===== src/rtl/bcd_to_binary_if.sv =====
// rtl/bcd_to_binary_if.sv - start/busy/done handshake bundle for the BCD-to-binary converter
//
// Purpose: groups the request side (start, bcd_in) and the result side
// (busy, done, bin_out, err) of bcd_to_binary into one port.
// Ports (modport view):
//   master : drives start, bcd_in; observes busy, done, bin_out, err
//   slave  : observes start, bcd_in; drives busy, done, bin_out, err
interface bcd_to_binary_if #(
  parameter int DIGITS = 3,
  parameter int BIN_W  = 10
);
  logic                  start;
  logic [4*DIGITS-1:0]   bcd_in;
  logic                  busy;
  logic                  done;
  logic [BIN_W-1:0]      bin_out;
  logic                  err;

  modport master (
    output start,
    output bcd_in,
    input  busy,
    input  done,
    input  bin_out,
    input  err
  );

  modport slave (
    input  start,
    input  bcd_in,
    output busy,
    output done,
    output bin_out,
    output err
  );
endinterface


===== src/rtl/bcd_to_binary.sv =====
// rtl/bcd_to_binary.sv - sequential packed-BCD to unsigned binary converter, one digit per clock
//
// Purpose: converts a DIGITS-digit packed BCD word to binary, most significant
// digit first, using acc = acc*10 + d each cycle. A digit above 9 aborts the
// conversion and reports err with a zero result.
// Ports:
//   clk  : rising-edge clock
//   rst  : synchronous, active-high reset
//   bus  : bcd_to_binary_if.slave
//          start   - request, honoured only while busy=0 (IDLE or DONE)
//          bcd_in  - operand, latched on the accepting edge
//          busy    - high while digits are being processed
//          done    - one-cycle pulse, bin_out/err valid in that cycle
//          bin_out - result, held from one done to the next
//          err     - invalid digit seen in the last conversion, held with bin_out
module bcd_to_binary #(
  parameter int DIGITS = 3,
  parameter int BIN_W  = 10
) (
  input  logic             clk,
  input  logic             rst,
  bcd_to_binary_if.slave   bus
);

  localparam int W     = 4 * DIGITS;
  // Counter only needs to reach DIGITS-1; keep at least one bit for DIGITS=1.
  localparam int CNT_W = (DIGITS > 1) ? $clog2(DIGITS) : 1;
  localparam logic [CNT_W-1:0] LAST = CNT_W'(DIGITS - 1);

  typedef enum logic [1:0] {
    IDLE,
    CONV,
    DONE
  } state_t;

  state_t           state;
  logic [W-1:0]     sr;
  logic [BIN_W-1:0] acc;
  logic [CNT_W-1:0] cnt;
  logic             busy_r;
  logic             done_r;
  logic [BIN_W-1:0] bin_r;
  logic             err_r;

  logic [3:0]       digit;
  logic             digit_bad;
  logic [BIN_W-1:0] acc_next;

  // Top nibble of the shift register is always the next digit to consume.
  always_comb begin
    digit     = sr[W-1 -: 4];
    digit_bad = (digit > 4'd9);
    // acc*10 as (acc<<3)+(acc<<1). Working at BIN_W bits gives the same
    // low BIN_W bits as a wider sum followed by truncation, since addition
    // and left shifts only carry upward.
    acc_next  = (acc << 3) + (acc << 1) + BIN_W'(digit);
  end

  always_ff @(posedge clk) begin
    if (rst) begin
      state  <= IDLE;
      sr     <= '0;
      acc    <= '0;
      cnt    <= '0;
      busy_r <= 1'b0;
      done_r <= 1'b0;
      bin_r  <= '0;
      err_r  <= 1'b0;
    end else begin
      case (state)
        IDLE: begin
          done_r <= 1'b0;
          if (bus.start) begin
            state  <= CONV;
            sr     <= bus.bcd_in;
            acc    <= '0;
            cnt    <= '0;
            busy_r <= 1'b1;
          end
        end

        CONV: begin
          if (digit_bad) begin
            // Abort: remaining digits are never examined.
            state  <= DONE;
            busy_r <= 1'b0;
            done_r <= 1'b1;
            bin_r  <= '0;
            err_r  <= 1'b1;
          end else begin
            acc <= acc_next;
            sr  <= sr << 4;
            cnt <= cnt + CNT_W'(1);
            if (cnt == LAST) begin
              state  <= DONE;
              busy_r <= 1'b0;
              done_r <= 1'b1;
              bin_r  <= acc_next;
              err_r  <= 1'b0;
            end
          end
        end

        DONE: begin
          done_r <= 1'b0;
          // busy is already low here, so a new request is taken straight
          // into CONV with no idle gap between conversions.
          if (bus.start) begin
            state  <= CONV;
            sr     <= bus.bcd_in;
            acc    <= '0;
            cnt    <= '0;
            busy_r <= 1'b1;
          end else begin
            state <= IDLE;
          end
        end

        default: begin
          state  <= IDLE;
          busy_r <= 1'b0;
          done_r <= 1'b0;
        end
      endcase
    end
  end

  assign bus.busy    = busy_r;
  assign bus.done    = done_r;
  assign bus.bin_out = bin_r;
  assign bus.err     = err_r;

endmodule


===== src/flat_wrapper.sv =====
// flat-port wrapper written by rule: the top's interface ports become plain ports
module bcd_to_binary_flat 
#(
  parameter int DIGITS = 3,
  parameter int BIN_W  = 10
)
  (clk, rst, bus_start, bus_bcd_in, bus_busy, bus_done, bus_bin_out, bus_err);
  bcd_to_binary_if #(.DIGITS(DIGITS), .BIN_W(BIN_W)) bus_i ();
  input  logic clk;
  input  logic rst;
  input wire logic [$bits(bus_i.start)-1:0] bus_start;
  input wire logic [$bits(bus_i.bcd_in)-1:0] bus_bcd_in;
  output wire logic [$bits(bus_i.busy)-1:0] bus_busy;
  output wire logic [$bits(bus_i.done)-1:0] bus_done;
  output wire logic [$bits(bus_i.bin_out)-1:0] bus_bin_out;
  output wire logic [$bits(bus_i.err)-1:0] bus_err;
  assign bus_i.start = bus_start;
  assign bus_i.bcd_in = bus_bcd_in;
  assign bus_busy = bus_i.busy;
  assign bus_done = bus_i.done;
  assign bus_bin_out = bus_i.bin_out;
  assign bus_err = bus_i.err;
  bcd_to_binary #(.DIGITS(DIGITS), .BIN_W(BIN_W)) u_core (.clk(clk), .rst(rst), .bus(bus_i));
endmodule

===== config.mk =====
export PLATFORM = sky130hd
export DESIGN_NAME = bcd_to_binary_flat
export DESIGN_NICKNAME = d
export VERILOG_FILES = /design/src/rtl/bcd_to_binary_if.sv /design/src/rtl/bcd_to_binary.sv /design/src/flat_wrapper.sv
export SDC_FILE = /design/constraint.sdc
export NUM_CORES = 1
export LEC_CHECK = 0
export BUFFER_PORTS_ARGS = -buffer_cell sky130_fd_sc_hd__buf_2
export CAP_MARGIN = 20
export CELL_PAD_IN_SITES_DETAIL_PLACEMENT = 1
export CELL_PAD_IN_SITES_GLOBAL_PLACEMENT = 1
export CORE_MARGIN = 1
export CORE_UTILIZATION = 46
export DETAILED_ROUTE_END_ITERATION = 12
export GPL_TIMING_DRIVEN = 0
export PLACE_DENSITY = 0.82
export SLEW_MARGIN = 20
export SYNTH_ARGS = -nofsm -noshare
export SYNTH_HDL_FRONTEND = slang
export SYNTH_SLANG_ARGS = --single-unit

===== constraint.sdc =====
create_clock -name clk -period 3.4 [get_ports clk]
set_input_delay 0.17 -clock clk [delete_from_list [all_inputs] [get_ports clk]]
set_output_delay 0.17 -clock clk [all_outputs]
set_load 0.01 [all_outputs]

Word level (Yosys, flattened, before mapping)
Index checks and enable logic that the tools add are counted.
{"block": "totals", "reg_bits": 38, "latchBits": 0, "mem_bits_rw": 0, "romBits": 0, "in_bits": 15, "output_inout_bits": 13, "wordCells": 52, "memories": 0}
{"block": "op_classes", "add_sub_neg": 3, "multipliers": 0, "div_mod_pow": 0, "n_lt_le_gt_ge": 1, "n_eq_ne": 7, "shifts": 0, "muxes": 23, "bitwise_logic": 1, "reduce_logical": 9}
{"operator": "2-to-1 mux 12 bit", "count": 2}
{"operator": "case mux 12 bit (2 select lines)", "count": 1}
{"operator": "2-to-1 mux 10 bit", "count": 2}
{"operator": "2-to-1 mux 9 bit", "count": 2}
{"operator": "case mux 9 bit (2 select lines)", "count": 1}
{"operator": "adder 10 bit", "count": 1}
{"operator": "adder 10 x 4 -> 10 bit", "count": 1}
{"operator": "2-to-1 mux 2 bit", "count": 5}
{"operator": "2-to-1 mux 1 bit", "count": 7}
{"operator": "case mux 2 bit (3 select lines)", "count": 1}
{"operator": "AND reduction 2 bit", "count": 3}
{"operator": "equality test 2 bit, second input constant", "count": 2}
{"operator": "greater-than comparator 4 bit, second input constant", "count": 1}
{"operator": "inequality test 2 bit, second input constant", "count": 2}
{"operator": "case mux 2 bit (2 select lines)", "count": 1}
{"operator": "nonzero test 2 bit", "count": 2}
{"operator": "OR reduction 2 bit", "count": 2}
{"operator": "inequality test 3 x 1 -> 1 bit, second input constant", "count": 1}
{"operator": "AND reduction 3 bit", "count": 1}
{"operator": "adder 2 x 1 -> 2 bit, second input constant", "count": 1}
{"operator": "equality test 2 x 1 -> 1 bit, second input constant", "count": 1}
{"operator": "zero test 2 bit", "count": 1}
{"operator": "inequality test 2 x 1 -> 1 bit, second input constant", "count": 1}
{"operator": "case mux 1 bit (2 select lines)", "count": 1}
{"operator": "NOT 1 bit", "count": 1}

Logic depth before layout (Yosys ltp)
Gate-level depths: netlist of the first run.
{"block": "depth", "word_depth": 4, "ltp_mapped": 8, "depth_no_buf": 8}

Least setup slack after synthesis of the first run
OpenSTA, ideal clock, no wires.
{"block": "synth_path", "path_kind": "register to register", "from": "register u_core.acc[0]", "to": "register u_core.acc[8]", "t_arrival_ps": 2166, "setup_slack_ps": 1101, "path_stages_with_launch": 9, "synth_period_minus_slack_ps": 2299, "cell_sequence": "dfxtp_1 inv_1 fa_1 inv_1 fa_1 a211oi_1 nor4b_1 o31ai_1 a21oi_1"}
{"block": "synth_via", "elab_chain_len": 4}
{"item": "from (decl)", "line_no": "bcd_to_binary.sv:38", "source": "logic [BIN_W-1:0] acc;"}
{"item": "from (signal assigned)", "line_no": "bcd_to_binary.sv:91", "source": "acc <= acc_next;"}
{"item": "adder 10 bit", "line_no": "bcd_to_binary.sv:56", "source": "acc_next = (acc << 3) + (acc << 1) + BIN_W'(digit);"}
{"item": "adder 10 x 4 -> 10 bit", "line_no": "bcd_to_binary.sv:56"}
{"item": "2-to-1 mux 9 bit", "line_no": "bcd_to_binary.sv:83", "source": "if (digit_bad) begin"}
{"item": "case mux 9 bit (2 select lines)", "line_no": "bcd_to_binary.sv:70", "source": "case (state)"}
No other way between the ends. The select of a mux whose other input is x is not followed.
A chain may end at the register's enable or synchronous reset.

Final worst setup path of the first run
{"block": "layout_path", "from": "register u_core.acc[0]", "to": "register u_core.bin_r[8] (netlist: u_core.bus.bin_out[8])"}
{"block": "layout_via", "elab_chain_len": 4}
{"item": "adder 10 bit", "line_no": "bcd_to_binary.sv:56"}
{"item": "adder 10 x 4 -> 10 bit", "line_no": "bcd_to_binary.sv:56"}
{"item": "2-to-1 mux 10 bit", "line_no": "bcd_to_binary.sv:94", "source": "if (cnt == LAST) begin"}
{"item": "2-to-1 mux 10 bit", "line_no": "bcd_to_binary.sv:83"}
{"item": "to (signal assigned)", "line_no": "bcd_to_binary.sv:98", "source": "bin_r <= acc_next;"}
{"item": "to (decl)", "line_no": "bcd_to_binary.sv:42", "source": "logic [BIN_W-1:0] bin_r;"}
No other way between the ends. The select of a mux whose other input is x is not followed.

==> impl_metrics.csv, run 1 <==
group,metric,value,unit
synth,yosys.area.top_type,"dfxtp_1",
sta,setup_tns,0,ns
cts,cts_sinks,38,
synth,synth_edf_count,0,
cts,cts_tree,"done",
sta,max_freq,377,MHz
flow_run,drv_cap,0,
sta,hold_viol,0,
critical_path,path_buf_inv,2,
sta,worstMarginPinSlew,0.549,ns
cts,cts_max_level,2,
cts,cts.clk_slew.worst_paths,0.08,ns
power,powerDensity,464,nW/um^2
grt,grt_max_degree,12,
hold_path,min_path_cells,3,
synth,synth_commonest_cells,"dfxtp_1, nor2_1, a21oi_1, ha_1, nand2_1",
synth,synth_flop_cell,"dfxtp_1",
sta,hold_slack,0.139,ns
grt,gr-total-overflow,0,
critical_path,cp-end-kind,"flip-flop",
placed_design,gp_congestion,0.819,
die,num_rows,23,
critical_path,reg2reg_depth,8,
die,die-width,67.3,microns
critical_path,crit_family,"adder cells",
routing,num_vias,1690,
synth,yosysWarningCount,0,
status,status,"completed",
routing,wirelength,4860,microns
layout,drive_above_1_share,20.2,%
synth,synthAdderAreaFrac,11.6,%
routing,drc,0,
critical_path,slowest_stage,"fa_1",
sta,maxSlewHeadroom,63.4,%
critical_path,critical-path-max-stage-delay,0.54,ns
synth,synth_compound_area_share,21.9,%
synth,synth.most_common_cell,"dfxtp_1",
hold_path,min_to,"u_core.sr[2]$_SDFFE_PP0P_",
die,die_h,67.3,microns
grt,antenna_found_initial,0,
sta,fin_crit,2.65,ns
die,start_util,48.4,%
grt,grt_pass1_vias,1635,
layout,finalNonFillerCells,297,
power,ir_worst_vdd,247,uV
critical_path,r2r_end,"u_core.bus.bin_out[8]$_SDFFE_PP0P_",
cts,ctsRootBufferMaster,"clkbuf_8",
synth,synth-xor-area-share,1.34,%
critical_path,cp_cell_sequence,"inv_1 -> fa_1 -> inv_1 -> fa_1 -> a211oi_1 -> nor4b_1 -> o31ai_1 -> a21oi_1",
routing,ant_nets,0,
placed_design,hpwlAfterDp,3530,microns
die,pin_count,28,
grt,grt.total_usage,23.9,%
critical_path,cp_max_fo,3,
synth,synthSimpleGateAreaFrac,17.7,%
synth,ys_top_cells_by_area,"dfxtp_1, ha_1, nor2_1",
synth,syn_area,1960,sq um
hold_path,hold_class,"input port to flip-flop",
synth,synth.avg_cell_area,9.21,sq um
sta,rsz0062_at_grt,"no",
critical_path,r2r_slack,0.75,ns
synth,synth_nets,245,
critical_path,required,3.56,ns
cts,post_cts_resized,0,
placed_design,dpl.cell_count,290,
critical_path,cp-start-kind,"flip-flop",
synth,synthCells,213,
critical_path,rr_startpoint,"u_core.acc[0]$_SDFFE_PP0P_",
layout,fin_nets,279,
die,dieArea,4530,sq um
critical_path,criticalPathCategory,"flip-flop to flip-flop",
critical_path,arrival,2.81,ns
sta,fin_skew,0.00753,ns
sta,setup_viol,0,
layout,antenna_cells,0,
power,total_power,1.05,mW
cts,clk_latency,0.29,ns
synth,synth_top_family_by_area,"compound AO/OA/AOI/OAI gates",
synth,yosysUniqueCellTypes,46,
hold_path,worstHoldStart,"bus_bcd_in[2]",
cts,clock_path_buffers,2,
grt,grt_pass1_wl,7810,microns
layout,syn_to_final_growth,15.8,%
routing,viasPerCell,5.69,
synth,ys_ff_latch,38,
synth,synthArstFlopShare,0,%
die,core_area,4060,sq um
sta,drv_slew,0,
placed_design,port_buffers,27,
cts,cts_buffers,5,
cts,postCtsHoldBufs,0,
routing,drt-initial-drc-count,75,
synth,ys_seq_area_share,38.8,%
routing,first_pass_iters,4,
synth,synth_top_area_share,38.8,%
routing,wl_per_cell,16.4,microns
synth,synth_mux_area_share,4.08,%
power,leakage,1.01,nW
sta,finalCritPeriodShare,77.9,%
cts,cts_setup_buffers,0,
-- stage by stage --
step / cell area (sq um) / setup WS, ns / utilization [%]
after detailed placement: 2160 / 0.771 / 53.2
final: 2270 / 0.750 / 56.0
after global routing: 2270 / 0.559 / 56.0
after global placement: 2160 / 0.775 / 53.2
after CTS: 2270 / 0.718 / 56.0
after floorplan: 1960 / 1.10 / -
-- worst max-delay path by stage --
stage | depth (start not counted) | start | slack [ns] | to
2_1_floorplan | 8 | u_core.acc[0]$_SDFFE_PP0P_ | 1.10 | u_core.acc[8]$_SDFFE_PP0P_
5_1_grt | 8 | u_core.acc[0]$_SDFFE_PP0P_ | 0.56 | u_core.bus.bin_out[8]$_SDFFE_PP0P_
3_5_place_dp | 8 | u_core.acc[0]$_SDFFE_PP0P_ | 0.77 | u_core.bus.bin_out[8]$_SDFFE_PP0P_
4_1_cts | 8 | u_core.acc[0]$_SDFFE_PP0P_ | 0.72 | u_core.bus.bin_out[8]$_SDFFE_PP0P_
3_3_place_gp | 8 | u_core.acc[0]$_SDFFE_PP0P_ | 0.77 | u_core.bus.bin_out[8]$_SDFFE_PP0P_
6_report | 8 | u_core.acc[0]$_SDFFE_PP0P_ | 0.75 | u_core.bus.bin_out[8]$_SDFFE_PP0P_
-- state kept, by name, summed over array words and instances (netlist names) --
name                count
u_core.acc              9
u_core.bus.bin_out     10
u_core.bus.busy         1
u_core.bus.done         1
u_core.bus.err          1
u_core.cnt              2
u_core.sr              12
u_core.state            2
-- metal layers --
metal	global-route usage, %	share of wire (%)	up-vias
met1	29.9	47	815
met4	7.98	1.3	0
met2	39.6	48	29
met5	0	0	-
met3	6.25	3.5	6
li1	-	-	840
-- logic make-up after synthesis --
family,after synthesis
xor+xnor,3
compound gates,60
simple gates,69
buf+inv,18
flops,38
fa+ha+maj,17
mux,8
-- cells in the final DEF (no fill, tap or decap), types with 2 or more instances in the layout --
cell | Yosys | layout
clkbuf_1 | 3 | 3
o211ai_1 | 3 | 3
inv_1 | 7 | 7
or3_2 | 2 | 2
a22oi_1 | 11 | 11
a211oi_1 | 10 | 10
a21o_1 | 2 | 2
o21ai_0 | 3 | 3
fa_1 | 2 | 2
nor2b_1 | 3 | 3
dfxtp_1 | 38 | 38
mux2i_1 | 8 | 8
a32oi_1 | 2 | 2
nand2b_1 | 2 | 2
nand2_1 | 14 | 14
clkbuf_8 | 0 | 6
ha_1 | 15 | 15
xor2_1 | 2 | 2
nor2_1 | 27 | 27
or4_1 | 2 | 2
nand3b_1 | 6 | 6
buf_4 | 3 | 3
nand3_1 | 5 | 5
a21oi_1 | 16 | 16
buf_2 | 3 | 30
o31ai_1 | 3 | 3
-- tightest hold or removal path: cells and delay by family --
kind                   cells  cell delay, ns
buffers and inverters      1            0.10
AND/OR/NAND/NOR            1            0.06
AO/OA/AOI/OAI              1            0.06
-- report_power, final --
part / internal [mW] / switching (mW)
Clock: 0.235 / 0.165
Sequential: 0.469 / 0.0166
Combinational: 0.0681 / 0.100
Total: 0.772 / 0.282
-- cell type report --
type | instances | area, sq um
inverter | 7 | 26.3
timing repair buffer | 27 | 135
multi-input combinational | 157 | 1110
clock buffer | 6 | 82.6
sequential | 38 | 761
fill | 494 | 1790
tap | 50 | 62.6
clock inverter | 1 | 30.0
buffer | 11 | 63.8
(Power assumes the default switching activity.)
==> run 2, diff against run 1 <==
--- a/config.mk
+++ b/config.mk
@@ -10,10 +10,10 @@
 export CELL_PAD_IN_SITES_DETAIL_PLACEMENT = 1
 export CELL_PAD_IN_SITES_GLOBAL_PLACEMENT = 1
 export CORE_MARGIN = 1
-export CORE_UTILIZATION = 46
+export CORE_UTILIZATION = 43
 export DETAILED_ROUTE_END_ITERATION = 12
 export GPL_TIMING_DRIVEN = 0
-export PLACE_DENSITY = 0.82
+export PLACE_DENSITY = 0.78
 export SLEW_MARGIN = 20
 export SYNTH_ARGS = -nofsm -noshare
 export SYNTH_HDL_FRONTEND = slang
==> constraint.sdc (replaced) <==
create_clock -name clk -period 2.5 [get_ports clk]
set_input_delay 0.125 -clock clk [delete_from_list [all_inputs] [get_ports clk]]
set_output_delay 0.125 -clock clk [all_outputs]
set_load 0.01 [all_outputs]
==> impl_metrics.csv, run 2 (same netlist as run 1, synthesis figures left out) <==
group,metric,value,unit
status,status,"completed",
power,total_power,1.44,mW
routing,num_vias,1717,
sta,setup_viol,0,
grt,grt_pass1_wl,8600,microns
layout,largest_register_ffs,12,
grt,gr-total-overflow,0,
critical_path,cp-end-kind,"flip-flop",
placed_design,dpl.cell_count,292,
critical_path,path_buf_inv,2,
sta,hold_viol,0,
cts,ctsRootBufferMaster,"clkbuf_8",
die,start_util,44.7,%
routing,first_pass_iters,4,
power,ir_worst_vdd,283,uV
cts,cts_buffers,5,
placed_design,port_buffers,27,
layout,syn_to_final_growth,17.9,%
critical_path,cp-start-kind,"flip-flop",
grt,grt.total_usage,23.0,%
layout,layout_common_cells,"dfxtp_1, buf_2, nor2_1",
grt,grt.met1_usage,28.9,%
critical_path,reg2reg_depth,8,
cts,cts_max_level,2,
power,p_seq_share,46.1,%
layout,antenna_cells,0,
placed_design,post-place-ws,-0.245,ns
critical_path,cp_cell_sequence,"inv_1 -> fa_1 -> inv_1 -> fa_2 -> a211oi_4 -> nor4b_2 -> o31ai_2 -> a21oi_1",
critical_path,rr_startpoint,"u_core.acc[0]$_SDFFE_PP0P_",
hold_path,min_path_cells,3,
grt,met2_usage,38.8,%
critical_path,slowest_stage,"fa_1",
sta,drv_slew,0,
grt,top_usage_layer,"met2",
critical_path,criticalPathCategory,"flip-flop to flip-flop",
grt,antenna_found_initial,0,
die,die-width,69.5,microns
sta,worstMarginPinSlew,0.559,ns
power,combPwrFrac,16.3,%
critical_path,arrival,2.54,ns
placed_design,hpwlAfterDp,3720,microns
routing,wirelength,5110,microns
power,pwr-share-clk,37.6,%
critical_path,crit_cells,8,
routing,drt-initial-drc-count,74,
die,core_area,4380,sq um
die,dieArea,4840,sq um
die,pin_count,28,
sta,finalCritPeriodShare,95.0,%
critical_path,required,2.66,ns
sta,worst_slack,0.125,ns
power,powerDensity,621,nW/um^2
power,cellInternalPower,1.05,mW
hold_path,hold_class,"input port to flip-flop",
routing,drc,0,
routing,wl_per_cell,17.0,microns
routing,viasPerCell,5.72,
critical_path,critical-path-max-stage-delay,0.53,ns
flow_run,drv_cap,0,
layout,drive_above_1_share,23.0,%
critical_path,crit_family,"adder cells",
sta,maxSlewHeadroom,62.8,%
die,die_h,69.5,microns
sta,rsz0062_at_grt,"no",
cts,cts_sinks,38,
grt,gr-usage-met3,5.23,%
cts,clock_path_buffers,2,
layout,final_util,52.8,%
power,power_switching,0.385,mW
power,power.share.switching,26.8,%
cts,cts_tree,"done",
critical_path,cp_max_fo,3,
power,leakage,1.01,nW
critical_path,startpoint,"u_core.acc[0]$_SDFFE_PP0P_",
layout,fin_nets,280,
cts,cts.clk_slew.worst_paths,0.08,ns
grt,grt_max_degree,12,
cts,clk_latency,0.30,ns
die,num_rows,24,
sta,max_freq,421,MHz
layout,final_common_cell,"dfxtp_1",
critical_path,r2r_slack,0.13,ns
layout,top_register,"u_core.sr",
grt,grt_pass1_vias,1787,
placed_design,gp_congestion,0.781,
routing,ant_nets,0,
hold_path,worstHoldStart,"bus_bcd_in[3]",
sta,fin_skew,0.00806,ns
critical_path,crit_top_cell,"inv_1",
layout,finalNonFillerCells,300,
sta,fin_crit,2.37,ns
-- run 2: what timing repair did --
action                                  in CTS  in global routing
pin swaps                                    3                  3
endpoints found under the setup margin       2                  3
hold buffers                                 0                  0
buffers inserted                             0                  1
resized for setup                            3                  5
endpoints found under the hold margin        0                  0
-- run 2: power groups by stage --
stage          Combinational, mW  Clock (mW)  Sequential (mW)
2_1_floorplan              0.164           0            0.669
3_3_place_gp               0.222           0            0.674
3_5_place_dp               0.231           0            0.676
4_1_cts                    0.234       0.551            0.662
5_1_grt                    0.261       0.573            0.666
6_report                   0.233       0.541            0.662
-- run 2: routing by layer --
layer / vias up / part of all wire (%)
li1: 842 / -
met1: 834 / 46
met2: 32 / 49
met3: 9 / 3.1
met4: 0 / 1.8
met5: - / 0
-- run 2: path summary, 6_finish.rpt --
check / to
worst max-delay path: u_core.bus.bin_out[8]$_SDFFE_PP0P_
worst min-delay path: u_core.sr[3]$_SDFFE_PP0P_
worst max register to register: u_core.bus.bin_out[8]$_SDFFE_PP0P_
worst min register to register: u_core.sr[3]$_SDFFE_PP0P_
-- run 2: worst reg2reg max path: cells and delay by family, from the launching register on --
family / cells / cell delay (ns)
AND/OR/NAND/NOR: 1 / 0.10
flip-flops: 1 / 0.35
adder cells (fa/ha/maj): 2 / 0.94
AO/OA/AOI/OAI: 3 / 0.74
buffers and inverters: 2 / 0.13
-- run 2: layout make-up --
cell class / count / area [sq um]
fill: 532 / 2070
multi-input combinational: 157 / 1140
sequential: 38 / 766
timing repair buffer: 28 / 143
clock buffer: 6 / 82.6
tap: 52 / 65.1
buffer: 11 / 63.8
clock inverter: 1 / 30.0
inverter: 7 / 26.3
-- run 2: metrics by stage --
| stage | hold slack, ns | cell area (sq um) | TNS (ns) |
|---|---|---|---|
| floorplan | 0.289 | 1960 | 0 |
| CTS | 0.0901 | 2290 | 0 |
| global placement | 0.400 | 2160 | -0.241 |
| finish | 0.0916 | 2310 | 0 |
| detailed placement | 0.404 | 2160 | -0.341 |
| global route | 0.114 | 2310 | 0 |
